==> src/rtl/mmcm0_rst_seq.sv <==
// mmcm0_rst_seq: MMCM reset pulse, lock supervision with retry, and downstream reset release
module mmcm0_rst_seq #(
    parameter int RST_CYCLES    = 16,
    parameter int LOCK_TIMEOUT  = 65535,
    parameter int STABLE_CYCLES = 256,
    parameter int MAX_RETRY     = 3,
    parameter int CNT_W         = 16
) (
    input  logic       CLK_100,
    input  logic       RST,
    input  logic       LOCKED_ASYNC,
    output logic       MMCM_RST,
    output logic       SYS_RST,
    output logic       READY,
    output logic       LOCK_FAIL,
    output logic [3:0] RETRY_CNT,
    output logic [7:0] LOSS_CNT
);
    typedef enum logic [2:0] {
        S_RST_MMCM  = 3'd0,
        S_WAIT_LOCK = 3'd1,
        S_STABLE    = 3'd2,
        S_RUN       = 3'd3,
        S_FAIL      = 3'd4
    } state_t;

    localparam logic [CNT_W-1:0] RST_LAST    = CNT_W'(RST_CYCLES - 1);
    localparam logic [CNT_W-1:0] TO_LAST     = CNT_W'(LOCK_TIMEOUT - 1);
    localparam logic [CNT_W-1:0] STABLE_LAST = CNT_W'(STABLE_CYCLES - 1);
    localparam logic [3:0]       RETRY_MAX   = 4'(MAX_RETRY);

    state_t           state, state_n;
    logic [CNT_W-1:0] cnt, cnt_n;
    logic [3:0]       retry_n;
    logic [7:0]       loss_n;
    logic             mmcm_rst_n, ready_n, lock_fail_n;
    (* ASYNC_REG = "TRUE" *) logic [1:0] sync;
    logic             lock_s;

    assign lock_s = sync[1];

    // two-flop synchroniser for the asynchronous MMCM lock indication
    always_ff @(posedge CLK_100) begin
        if (RST) sync <= 2'b00;
        else     sync <= {sync[0], LOCKED_ASYNC};
    end

    // next-state, cycle counter, retry and loss bookkeeping
    always_comb begin
        state_n = state;
        cnt_n   = cnt + CNT_W'(1);
        retry_n = RETRY_CNT;
        loss_n  = LOSS_CNT;
        case (state)
            S_RST_MMCM: begin
                if (cnt == RST_LAST) begin
                    state_n = S_WAIT_LOCK;
                    cnt_n   = '0;
                end
            end
            S_WAIT_LOCK: begin
                if (lock_s) begin
                    state_n = S_STABLE;
                    cnt_n   = '0;
                end else if (cnt == TO_LAST) begin
                    cnt_n   = '0;
                    state_n = (RETRY_CNT == RETRY_MAX) ? S_FAIL : S_RST_MMCM;
                    retry_n = (RETRY_CNT == RETRY_MAX) ? RETRY_CNT : RETRY_CNT + 4'd1;
                end
            end
            S_STABLE: begin
                if (!lock_s) begin
                    state_n = S_WAIT_LOCK;
                    cnt_n   = '0;
                end else if (cnt == STABLE_LAST) begin
                    state_n = S_RUN;
                    cnt_n   = '0;
                    retry_n = 4'd0;
                end
            end
            S_RUN: begin
                cnt_n   = '0;
                retry_n = 4'd0;
                if (!lock_s) begin
                    state_n = S_RST_MMCM;
                    loss_n  = (LOSS_CNT == 8'hFF) ? LOSS_CNT : LOSS_CNT + 8'd1;
                end
            end
            S_FAIL: cnt_n = '0;
            default: begin
                state_n = S_RST_MMCM;
                cnt_n   = '0;
            end
        endcase
    end

    // output levels follow the state being entered so that they register alongside it
    always_comb begin
        mmcm_rst_n  = (state_n == S_RST_MMCM) || (state_n == S_FAIL);
        ready_n     = (state_n == S_RUN);
        lock_fail_n = (state_n == S_FAIL);
    end

    // state and registered outputs
    always_ff @(posedge CLK_100) begin
        if (RST) begin
            state     <= S_RST_MMCM;
            cnt       <= '0;
            RETRY_CNT <= 4'd0;
            LOSS_CNT  <= 8'd0;
            MMCM_RST  <= 1'b1;
            SYS_RST   <= 1'b1;
            READY     <= 1'b0;
            LOCK_FAIL <= 1'b0;
        end else begin
            state     <= state_n;
            cnt       <= cnt_n;
            RETRY_CNT <= retry_n;
            LOSS_CNT  <= loss_n;
            MMCM_RST  <= mmcm_rst_n;
            SYS_RST   <= ~ready_n;
            READY     <= ready_n;
            LOCK_FAIL <= lock_fail_n;
        end
    end
endmodule

==> config.mk <==
export PLATFORM = sky130hd
export DESIGN_NAME = mmcm0_rst_seq
export DESIGN_NICKNAME = d
export VERILOG_FILES = /design/src/rtl/mmcm0_rst_seq.sv
export SDC_FILE = /design/constraint.sdc
export NUM_CORES = 1
export LEC_CHECK = 0
export ABC_AREA = 1
export BUFFER_PORTS_ARGS = -buffer_cell sky130_fd_sc_hd__buf_2
export CAP_MARGIN = 10
export CORE_AREA = 10 10 77 79
export CTS_CLUSTER_DIAMETER = 200
export CTS_CLUSTER_SIZE = 14
export DETAILED_ROUTE_END_ITERATION = 12
export DIE_AREA = 0 0 87 89
export HOLD_SLACK_MARGIN = 0.15
export PLACE_DENSITY_LB_ADDON = 0.1
export SYNTH_ARGS = -nofsm -noshare
export SYNTH_HDL_FRONTEND = slang
export SYNTH_SLANG_ARGS = --single-unit
==> constraint.sdc <==
create_clock -name CLK_100 -period 2.1 [get_ports CLK_100]
set_clock_uncertainty 0.2 [all_clocks]
set_input_delay 0.21 -clock CLK_100 [delete_from_list [all_inputs] [get_ports CLK_100]]
set_output_delay 0.21 -clock CLK_100 [all_outputs]
set_load 0.005 [all_outputs]
# Word level (Yosys, flattened, before mapping)
# Cells that the tools add are included.
# W data, S select, Z words.
totals:
  regBits: 37
  inputBits: 3
  output_inout_bits: 16
op_classes:
  addsub: 3
  n_eq_ne: 16
  mux: 20
  n_bitwise: 3
  n_reduce_logical: 6
op_table:
  columns: ["cell", "count"]
  rows:
  - ["$mux W16", 5]
  - ["$pmux W16 S3", 1]
  - ["$mux W3", 7]
  - ["$mux W4", 5]
  - ["$add A16 B1 Y16 const B", 1]
  - ["$eq A16 B16 Y1 const B", 1]
  - ["$eq A16 B4 Y1 const B", 1]
  - ["$eq A16 B8 Y1 const B", 1]
  - ["$pmux W3 S5", 1]
  - ["$pmux W4 S3", 1]
  - ["$ne A2 B2 Y1 const B", 5]
  - ["$eq A3 B2 Y1 const B", 3]
  - ["$add A8 B1 Y8 const B", 1]
  - ["$eq A8 B8 Y1 const B", 1]
  - ["$eq A3 B3 Y1 const B", 2]
  - ["$logic_not A3 Y1", 2]
  - ["$reduce_and A6 Y1", 1]
  - ["$add A4 B1 Y4 const B", 1]
  - ["$eq A4 B2 Y1 const B", 1]
  - ["$eq A3 B1 Y1 const B", 1]
  - ["$not A1 Y1", 3]
  - ["$reduce_and A3 Y1", 1]
  - ["$reduce_bool A3 Y1", 1]
  - ["$logic_or A1 B1 Y1", 1]

# Longest topological paths before layout
# Gate-level depths: netlist of run 1.
logic_depth:
  ltp_word: 7
  mapped_depth: 12
  mapped_depth_nobuf: 12

# Worst setup path before layout of run 1
# OpenSTA, ideal clock, no wires.
synth_path:
  path_type: "register -> register"
  start: "reg cnt[0]"
  end: "reg cnt[11]"
  setup_time_ns: 0.115
  t_arrival_ns: 1.277
  required_time_ns: 1.785
  setup_slack_ns: 0.507
  stages_incl_launch_ff: 9
  cell_sequence: "dfxtp_1 -> ha_1 -> nand3_2 -> nor2_2 -> nand2_2 -> nand3_1 -> nand3_4 -> nand2_4 -> nor2_1"
synth_between:
  elab_chain_cells: 4
  word_cells_on_any_way: 10
  classes_between: "add/sub: 1; eq/ne: 3; mux: 6"
synth_rtl:
  columns: ["element", "line_no", "text"]
  rows:
  - ["from (decl)", "33", "logic [CNT_W-1:0] cnt, cnt_n;"]
  - ["from (signal assigned)", "117", "cnt <= cnt_n;"]
  - ["$add A16 B1 Y16, or another cell as far along", "51", "cnt_n = cnt + CNT_W'(1);"]
  - ["$mux W16, on equally long branches", "75, 65", null]
  - ["$mux W16, on equally long branches", "72, 62", null]
  - ["$pmux W16 S3 *", "54", "case (state)"]
# Every way passes the cells marked *; elsewhere a longest branch is shown, timed or not.
# A chain may end at the register's enable or synchronous reset.

# Worst setup path after layout of run 1
layout_path:
  start: "reg cnt[0]"
  end: "reg cnt[1]"
# The elaborated chain is that of the path after synthesis.

==> reports/metrics.yaml, run 1 <==
floorplan:
  coreArea_sq_um: 4540
  fp.dieH_microns: 89
  die_x_microns: 87
  io_pins: 19
  start_util_pct: 42.5
  num_rows: 25
  dieArea_sq_um: 7740
timing:
  fin_setup_tns_ps: 0
  min_period_over_period_pct: 84.1
  worstMarginPinSlew_ps: 415
  holdWs_ps: 202
  drv_slew: 0
  max_freq_mhz: 566
  min_period_ps: 1770
  setup_viol: 0
  hold_viol_final: 0
  grt_setup_unrepaired: "no"
  maxSlewHeadroom_pct: 72.2
layout:
  ff_latch_area_sq_um: 741
  fin_nets: 305
  diodes: 0
  nFillCells: 477
  utilization_pct: 48.7
  drive_gt1_share_pct: 20.1
  area.growth.synth_to_final_pct: 14.6
  multiInputGateArea_sq_um: 1010
run_status:
  status: "finished clean"
worst_setup_path:
  critPathMaxFanout: 10
  crit_type: "reg2reg"
  arrival_ps: 1740
  cp.required_ps: 2070
  worstSetupEndpointType: "register"
  startpoint_type: "register"
clock_tree:
  clock-root-buffer: "clkbuf_8"
  cts_tree: "done"
  clkLatencyLatePin_ps: 290
  cts.sinks: 37
  cts_resized: 0
  clk_pin_slew_ps: 70
  cts_buffers: 5
  htreeDepth: 2
  clock_path_buffers: 2
detailed_routing:
  via_per_inst: 4.59
  drc: 0
  ant_nets: 0
  wirelength_microns: 3900
  wl_per_cell_microns: 11.0
  vias: 1622
  drt_iter0_drc: 72
  drt_pre_antenna_iters: 5
pwr:
  swShare_pct: 22.7
  power.internal_uw: 954
  p_clk_share_pct: 38.9
  p_sw_uw: 281
  vdd_drop_max_uv: 352
  power_density_nw_per_um2: 559
  p_leak_uw: 0.000970
  p_seq_share_pct: 57.9
  combPwrFrac_pct: 3.1
global_routing:
  grt.total_usage_pct: 10.4
  grt_max_degree: 12
  grt_pass1_vias: 1464
  grt_pass1_wl_microns: 6480
  grt_antenna_before_repair: 0
  grt_overflow: 0
yosys:
  synth.avg_cell_area_sq_um: 7.16
  synth.ff_latch_count: 37
  synth_edf_count: 0
  synth_fa_ha_area_share_pct: 2.60
  yosysWarnings: 0
  yosys_most_used_dff: "dfxtp_1"
  synth_simple_gate_area_share_pct: 36.8
  synth-xor-area-share_pct: 5.45
  netlist_area_sq_um: 1930
  synth-compound-area-share_pct: 7.79
  postSynthCellCount: 269
  synthArstFlopShare_pct: 0
  synth_top_family_by_area: "simple AND/OR/NAND/NOR gates"
  yosys.cell_types.count: 30
  synth.mux.area_fraction_pct: 0
  ys_seq_area_share_pct: 38.4
  syn_nets: 276
hold_path:
  hold_path.class: "reg2reg"
placed_design:
  port_buffers: 18
  dp_hpwl_microns: 3010
  place_congestion: 0.823
job:
  maxCapViolCount: 0
-- power groups by stage --
stage	logic, uW	clock network [uW]	registers (uW)
after CTS	39.5	507	715
after floorplan	23.0	0	730
after detailed placement	35.2	0	732
final	38.8	480	715
after global placement	35.0	0	731
after global routing	43.9	535	716
-- sequential cells by signal (all words and copies together) (netlist names) --
register / cells
LOCK_FAIL: 1
LOSS_CNT: 8
sync: 2
SYS_RST: 1
state: 3
MMCM_RST: 1
RETRY_CNT: 4
READY: 1
cnt: 16
-- cell usage after synthesis, types with 3 or more instances --
library cell,n,area share (%)
nand4_1,6,1.9
o21ai_0,7,1.8
nor2_1,40,7.8
dfxtp_1,37,38
nor2_4,3,1.8
ha_1,4,2.6
inv_1,40,7.8
nand2_1,50,9.7
nand2_4,3,1.8
inv_2,4,0.78
xnor2_1,5,2.3
nand3_1,15,3.9
nor3_1,5,1.3
nand3_2,3,1.6
nand2_2,8,2.6
xor2_1,7,3.2
nor2_2,7,2.3
a21oi_1,13,3.4
-- per-stage QoR --
step	instance area [sq um]	worst slack, ps	instances	total power (uW)
3_5_place_dp	2100	333	342	767
5_1_grt	2210	183	353	1300
2_1_floorplan	1930	507	269	753
3_3_place_gp	2100	371	342	766
4_1_cts	2210	320	353	1260
6_report	2210	334	353	1230
-- logic make-up (layout without fill, tap and decap cells) --
group / after synthesis / in the layout
adders and majority gates: 4 / 4
buffers and inverters: 46 / 76
xor gates and xnor gates: 12 / 12
DFF: 37 / 37
AOI/OAI and AO/OA: 26 / 26
and+or+nand+nor: 144 / 144
-- repair_timing --
item                      CTS  global route
hold endpoints to repair   14             0
hold buffers                3             0
buffers inserted            0             0
-- worst max-delay path: stages, from the launching register on --
cell	delay, ps
dfxtp_1	390
ha_1	220
nand3_2	140
nor2_2	140
nand2_2	90
nand3_1	120
nand3_4	130
nand2_4	160
nor2_1	60
-- per-layer routing --
layer / up-vias / share of wire (%) / GRT usage [%]
li1: 892 / - / -
met1: 703 / 49 / 12.9
met2: 22 / 43 / 15.6
met3: 5 / 5.4 / 3.56
met4: 0 / 1.7 / 4.86
met5: - / 0 / 0
-- cell type report --
cell class              count  share of cell area, %
flip-flops and latches     37                   33.5
well taps                  54                   3.06
repair buffers             23                   6.12
multi-input cells         186                   45.9
clock inverters             2                  0.453
clock buffers               6                   3.29
inverters                  45                   7.65
-- path summary, 6_finish.rpt --
path / from / to / slack, ps / depth (start not counted)
max: cnt[0] / cnt[1] / 330 / 8
min: sync[0] / sync[1] / 200 / 2
max reg2reg: cnt[0] / cnt[1] / 330 / 8
min reg2reg: sync[0] / sync[1] / 200 / 2
-- cell usage in the layout (no fill, tap or decap), drive strengths merged --
cell type     n
nor2         50
dlygate4sd3   3
clkinv        3
o211ai        1
or2           1
buf          20
ha            4
a31oi         1
a21oi        14
o22ai         1
dfxtp        37
o21ai         9
nor3          6
nand3b        1
nand4         6
xnor2         5
xor2          7
nand3        19
clkbuf        6
inv          44
nand2        61
(Power assumes the default switching activity.)
==> run 2, diff against run 1 <==
==> constraint.sdc (replaced) <==
create_clock -name CLK_100 -period 1.6 [get_ports CLK_100]
set_clock_uncertainty 0.2 [all_clocks]
set_input_delay 0.16 -clock CLK_100 [delete_from_list [all_inputs] [get_ports CLK_100]]
set_output_delay 0.16 -clock CLK_100 [all_outputs]
set_load 0.005 [all_outputs]
==> reports/metrics.yaml, run 2 (same netlist as run 1, synthesis figures left out) <==
run_status:
  status: "complete, but fails checks"  # was finished clean
  failed_checks: "negative hold slack, negative setup slack"
layout:
  ff_latch_area_sq_um: 764  # was 741 sq um
  largestRegisters: "cnt x16, LOSS_CNT x8, RETRY_CNT x4"  # unchanged
  drive_gt1_share_pct: 37.5  # was 20.1%
  fin_nets: 334  # was 305
  top_register: "cnt"  # unchanged
  multiInputGateArea_sq_um: 1150  # was 1010 sq um
  largest_reg_flops: 16  # unchanged
  final_common_cell: "nand2_1"  # unchanged
  area.growth.synth_to_final_pct: 34.2  # was 14.6%
  diodes: 0  # unchanged
  layout_common_cells: "46 x nand2_1, 36 x inv_1, 30 x nor2_1"  # was 50 x nand2_1, 40 x inv_1, 40 x nor2_1
  nFillCells: 450  # was 477
clock_tree:
  clk_pin_slew_ps: 70  # about the same
  cts.sinks: 37  # unchanged
  clkLatencyLatePin_ps: 290  # about the same
  cts_buffers: 5  # unchanged
  clock_path_buffers: 2  # unchanged
  cts_tree: "done"  # unchanged
  clock-root-buffer: "clkbuf_8"  # unchanged
  htreeDepth: 2  # unchanged
placed_design:
  port_buffers: 18  # unchanged
  post-place-ws_ps: -125  # was 333 ps
  place_congestion: 0.777  # was 0.823
  dp_hpwl_microns: 3210  # was 3010 microns
timing:
  drv_slew: 0  # unchanged
  maxSlewHeadroom_pct: 76.3  # was 72.2%
  worst_slack_ps: -44.5  # was 334 ps
  worstMarginPinSlew_ps: 354  # was 415 ps
  setup_viol: 16  # was 0
  min_period_over_period_pct: 103  # was 84.1%
  grt_setup_unrepaired: "yes"  # was no
  max_freq_mhz: 608  # was 566 MHz
  min_period_ps: 1640  # was 1770 ps
  holdWs_ps: -0.296  # was 202 ps
  hold_viol_final: 1  # was 0
global_routing:
  use_met1_pct: 15.0  # was 12.9%
  grt.total_usage_pct: 12.0  # was 10.4%
  grt_util_met3_pct: 3.37  # was 3.56%
  top_usage_layer: "met2"  # unchanged
  grtUsageMet2_pct: 19.5  # was 15.6%
  grt_antenna_before_repair: 0  # unchanged
  grt_overflow: 0  # unchanged
  grt_max_degree: 12  # unchanged
  grt_pass1_wl_microns: 7710  # was 6480 microns
  grt_pass1_vias: 1733  # was 1464
floorplan:
  start_util_pct: 42.5  # unchanged
  coreArea_sq_um: 4540  # unchanged
  die_x_microns: 87  # unchanged
  dieArea_sq_um: 7740  # unchanged
  fp.dieH_microns: 89  # unchanged
  num_rows: 25  # unchanged
  io_pins: 19  # unchanged
worst_setup_path:
  critPathMaxFanout: 8  # was 10
  cp.required_ps: 1580  # was 2070 ps
  cp_num_buf_inv: 2  # was 0
  crit_type: "reg2reg"  # unchanged
  arrival_ps: 1620  # was 1740 ps
  startpoint_type: "register"  # unchanged
  max_stage_delay_ps: 370  # was 390 ps
  slowest_stage: "dfxtp_4"  # was dfxtp_1
  worstSetupEndpointType: "register"  # unchanged
  cp_top_family: "simple AND/OR/NAND/NOR gates"  # unchanged
  path_cells: "inv_2 > ha_4 > inv_2 > nor2_2 > nand2_2 > o21ai_4 > nand3_4 > nand2_4 > nor2_1"  # was ha_1 > nand3_2 > nor2_2 > nand2_2 > nand3_1 > nand3_4 > nand2_4 > nor2_1
  cpMostUsedCell: "inv_2"
detailed_routing:
  drt_pre_antenna_iters: 4  # was 5
  vias: 1776  # was 1622
  ant_nets: 0  # unchanged
  wl_per_cell_microns: 11.6  # was 11.0 microns
  via_per_inst: 4.65  # was 4.59
  wirelength_microns: 4430  # was 3900 microns
  drc: 0  # unchanged
  drt_iter0_drc: 100  # was 72
pwr:
  power_density_nw_per_um2: 641  # was 559 nW/um^2
  p_leak_uw: 0.00112  # was 0.000970 uW
  vdd_drop_max_uv: 381  # was 352 uV
hold_path:
  hold_path.class: "in2reg"  # was reg2reg
job:
  maxCapViolCount: 0  # unchanged
## run 2: cell count changes in the layout (fill, tap and decap cells not counted), sizes merged
cell         before  now
buf              20   46
clkbuf            6    8
clkinv            3    1
nand2            61   62
dlygate4sd3       3    5
## run 2: what timing repair did
item                                    CTS  global route
endpoints found under the setup margin   24            35
hold endpoints to repair                 17            10
gates cloned                              1             0
pin swaps                                12             5
buffers inserted                          0             3
hold buffers                              3             3
resized for setup                        23            27
## run 2: final timing paths
path                               from          end  slack (ps)  cells past startpoint
worst max-delay path             cnt[0]      cnt[11]         -40                      9
worst min-delay path                RST  LOSS_CNT[4]        -0.3                      3
worst max register to register   cnt[0]      cnt[11]         -40                      9
worst min register to register  sync[0]      sync[1]         210                      2
## run 2: cell type report
type,instances,share of cell area [%]
multi-input cells,187,44.3
repair buffers,51,13.8
clock buffers,8,3.10
inverters,45,6.53
well taps,54,2.61
flip-flops and latches,37,29.6
## run 2: metrics by stage
stage | TNS (ps) | std cells | instance area (sq um) | total power (uW) | utilization, %
floorplan | 0 | 269 | 1930 | 988 | -
global placement | -524 | 365 | 2270 | 1020 | 50.0
detailed placement | -1710 | 365 | 2270 | 1020 | 50.0
CTS | -245 | 377 | 2470 | 1680 | 54.4
global route | -2410 | 382 | 2580 | 1730 | 57.0
finish | -328 | 382 | 2580 | 1660 | 57.0
## run 2: worst reg2reg max path, cell delays in order (launching register included)
cell	delay, ps
dfxtp_4	370
inv_2	60
ha_4	120
inv_2	30
nor2_2	100
nand2_2	80
o21ai_4	180
nand3_4	190
nand2_4	150
nor2_1	60
## run 2: routing by layer
metal / wire (microns) / part of all wire (%) / up-vias
li1: - / - / 961
met1: 2170 / 49 / 785
met2: 2020 / 46 / 25
met3: 190 / 4.3 / 5
met4: 48 / 1.1 / 0
met5: 0 / 0 / -
## run 2: power by group
part | leakage (uW) | internal (uW) | switching [uW]
combinational | 0.000772 | 46.7 | 42.1
clock | 0.0000395 | 310 | 317
sequential | 0.000306 | 928 | 13.5
total | 0.00112 | 1280 | 373
==> run 3, diff against run 2 <==
--- a/config.mk
+++ b/config.mk
@@ -8,12 +8,11 @@
 export ABC_AREA = 1
 export BUFFER_PORTS_ARGS = -buffer_cell sky130_fd_sc_hd__buf_2
 export CAP_MARGIN = 10
-export CORE_AREA = 10 10 77 79
+export CORE_AREA = 10 10 99 101
 export CTS_CLUSTER_DIAMETER = 200
 export CTS_CLUSTER_SIZE = 14
 export DETAILED_ROUTE_END_ITERATION = 12
-export DIE_AREA = 0 0 87 89
-export HOLD_SLACK_MARGIN = 0.15
+export DIE_AREA = 0 0 109 111
 export PLACE_DENSITY_LB_ADDON = 0.1
 export SYNTH_ARGS = -nofsm -noshare
 export SYNTH_HDL_FRONTEND = slang
==> constraint.sdc (replaced) <==
create_clock -name CLK_100 -period 1.6 [get_ports CLK_100]
set_clock_uncertainty 0.2 [all_clocks]
set_input_delay 0.16 -clock CLK_100 [delete_from_list [all_inputs] [get_ports CLK_100]]
set_output_delay 0.16 -clock CLK_100 [all_outputs]
set_load 0.02 [all_outputs]
==> reports/metrics.yaml, run 3 (same netlist as run 1, synthesis figures left out) <==
detailed_routing:
  wl_per_cell_microns: 10.7  # was 11.6 microns
  drt_iter0_drc: 32  # was 100
  wirelength_microns: 4610  # was 4430 microns
  drc: 0  # unchanged
  vias: 1766  # was 1776
  via_per_inst: 4.08  # was 4.65
  ant_nets: 0  # unchanged
  drt_pre_antenna_iters: 4  # unchanged
worst_setup_path:
  startpoint_type: "register"  # unchanged
  arrival_ps: 1620  # about the same
  crit_type: "reg2reg"  # unchanged
  r2r-end: "cnt[4]"  # was cnt[11]
  cp.required_ps: 1580  # about the same
  critPathMaxFanout: 8  # unchanged
  worstSetupEndpointType: "register"  # unchanged
  ff2ff_path_depth: 9  # unchanged
  r2r-start: "cnt[0]"  # unchanged
  rrSetupSlack_ps: -40  # about the same
timing:
  maxSlewHeadroom_pct: 75.1  # was 76.3%
  min_period_ps: 1640  # about the same
  worst_slack_ps: -39.1  # was -44.5 ps
  max_freq_mhz: 610  # was 608 MHz
  drv_slew: 0  # unchanged
  setup_viol: 12  # was 16
  hold_viol_final: 0  # was 1
  grt_setup_unrepaired: "yes"  # unchanged
  worstMarginPinSlew_ps: 372  # was 354 ps
  min_period_over_period_pct: 102  # was 103%
clock_tree:
  clk_pin_slew_ps: 80  # was 70 ps
  cts_tree: "done"  # unchanged
  clock_path_buffers: 2  # unchanged
  cts.sinks: 37  # unchanged
  clock-root-buffer: "clkbuf_8"  # unchanged
  htreeDepth: 2  # unchanged
  cts_buffers: 5  # unchanged
  clkLatencyLatePin_ps: 290  # about the same
layout:
  nFillCells: 891  # was 450
  fin_nets: 334  # unchanged
  drive_gt1_share_pct: 39.6  # was 37.5%
  largest_reg_flops: 16  # unchanged
  ff_latch_area_sq_um: 759  # was 764 sq um
  area.growth.synth_to_final_pct: 39.0  # was 34.2%
  multiInputGateArea_sq_um: 1180  # was 1150 sq um
  top_register: "cnt"  # unchanged
  diodes: 0  # unchanged
  final_common_cell: "nand2_1"  # unchanged
  layout_common_cells: "45 x nand2_1, 37 x inv_1, 31 x buf_4"  # was 46 x nand2_1, 36 x inv_1, 30 x nor2_1
  largestRegisters: "cnt x16, LOSS_CNT x8, RETRY_CNT x4"  # unchanged
  post_layout_nonfiller_instances: 433  # was 382
  final_area_sq_um: 2680  # was 2580 sq um
pwr:
  vdd_drop_max_uv: 290  # was 381 uV
  p_leak_uw: 0.00113  # was 0.00112 uW
  power_density_nw_per_um2: 627  # was 641 nW/um^2
global_routing:
  grt_overflow: 0  # unchanged
  grt_pass1_wl_microns: 7850  # was 7710 microns
  grt.total_usage_pct: 7.92  # was 12.0%
  grt_max_degree: 13  # was 12
  grt_pass1_vias: 1674  # was 1733
  grt_antenna_before_repair: 0  # unchanged
placed_design:
  place_congestion: 0.715  # was 0.777
  placed_cell_area_sq_um: 2370  # was 2270 sq um
  dp_hpwl_microns: 3480  # was 3210 microns
  port_buffers: 18  # unchanged
  placed_cells: 421  # was 365
hold_path:
  whs_path_depth: 3  # unchanged
  hold_start: "RST"  # unchanged
  hold_path.class: "in2reg"  # unchanged
  hold_end: "RETRY_CNT[0]"  # was LOSS_CNT[4]
run_status:
  status: "complete, but fails checks"  # unchanged
  failed_checks: "negative setup slack"  # was negative hold slack, negative setup slack
floorplan:
  die_x_microns: 109  # was 87 microns
  coreArea_sq_um: 7970  # was 4540 sq um
  num_rows: 33  # was 25
  fp.dieH_microns: 111  # was 89 microns
  io_pins: 19  # unchanged
  dieArea_sq_um: 12100  # was 7740 sq um
  start_util_pct: 24.2  # was 42.5%
job:
  maxCapViolCount: 0  # unchanged
[run 3: routing by layer]
metal	part of all wire, %	GRT usage (%)	wire [microns]	up-vias
met5	0	0	0	-
met4	1.1	2.37	51	0
li1	-	-	-	956
met1	45	9.23	2060	789
met2	51	13.4	2340	16
met3	3.6	2.38	166	5
[run 3: worst max path at each step]
stage,startpoint,to,slack [ps],cells after the start
finish,cnt[0],cnt[4],-40,9
global route,cnt[10],RETRY_CNT[1],-130,8
CTS,cnt[0],cnt[7],-40,9
detailed placement,cnt[1],cnt[11],-160,8
global placement,cnt[1],cnt[11],-90,8
floorplan,cnt[0],cnt[11],7,8
[run 3: timing repair]
item / CTS / global route
cloned: 1 / 0
hold buffers: 1 / 0
setup buffers: 0 / 2
gates resized for setup: 17 / 38
pin swaps: 17 / 10
endpoints found under the hold margin: 1 / 0
endpoints found under the setup margin: 25 / 35
[run 3: area by class of cell]
| class | count | area share (%) |
|---|---|---|
| clock inverter | 3 | 0.654 |
| sequential | 37 | 28.4 |
| tap | 105 | 4.91 |
| clock buffer | 5 | 2.57 |
| timing repair buffer | 51 | 12.9 |
| multi-input combinational | 187 | 44.3 |
| inverter | 45 | 6.40 |
[run 3: critical path, stage by stage, from the launching register on]
cell	delay, ps
dfxtp_4	360
inv_2	60
ha_4	120
inv_2	30
nor2_2	80
nand2_2	80
o21ai_4	200
nand3_4	190
nand2_4	160
nor2_1	50
[run 3: stage by stage]
| step | power (uW) | utilization (%) | setup WS, ps | setup TNS (ps) | hold slack (ps) |
|---|---|---|---|---|---|
| after floorplan | 988 | - | 7.37 | 0 | 54.2 |
| after global placement | 1020 | 29.8 | -88.0 | -1070 | 166 |
| after detailed placement | 1020 | 29.8 | -156 | -2240 | 171 |
| after CTS | 1720 | 32.0 | -40.1 | -461 | 36.7 |
| after global routing | 1770 | 33.6 | -127 | -2180 | 51.3 |
| final | 1680 | 33.6 | -39.1 | -330 | 33.2 |
[run 3: report_power, final]
| group | switching (uW) | total (uW) | internal [uW] |
|---|---|---|---|
| Clock | 358 | 659 | 301 |
| Combinational | 41.5 | 78.1 | 36.6 |
| Sequential | 13.1 | 943 | 929 |
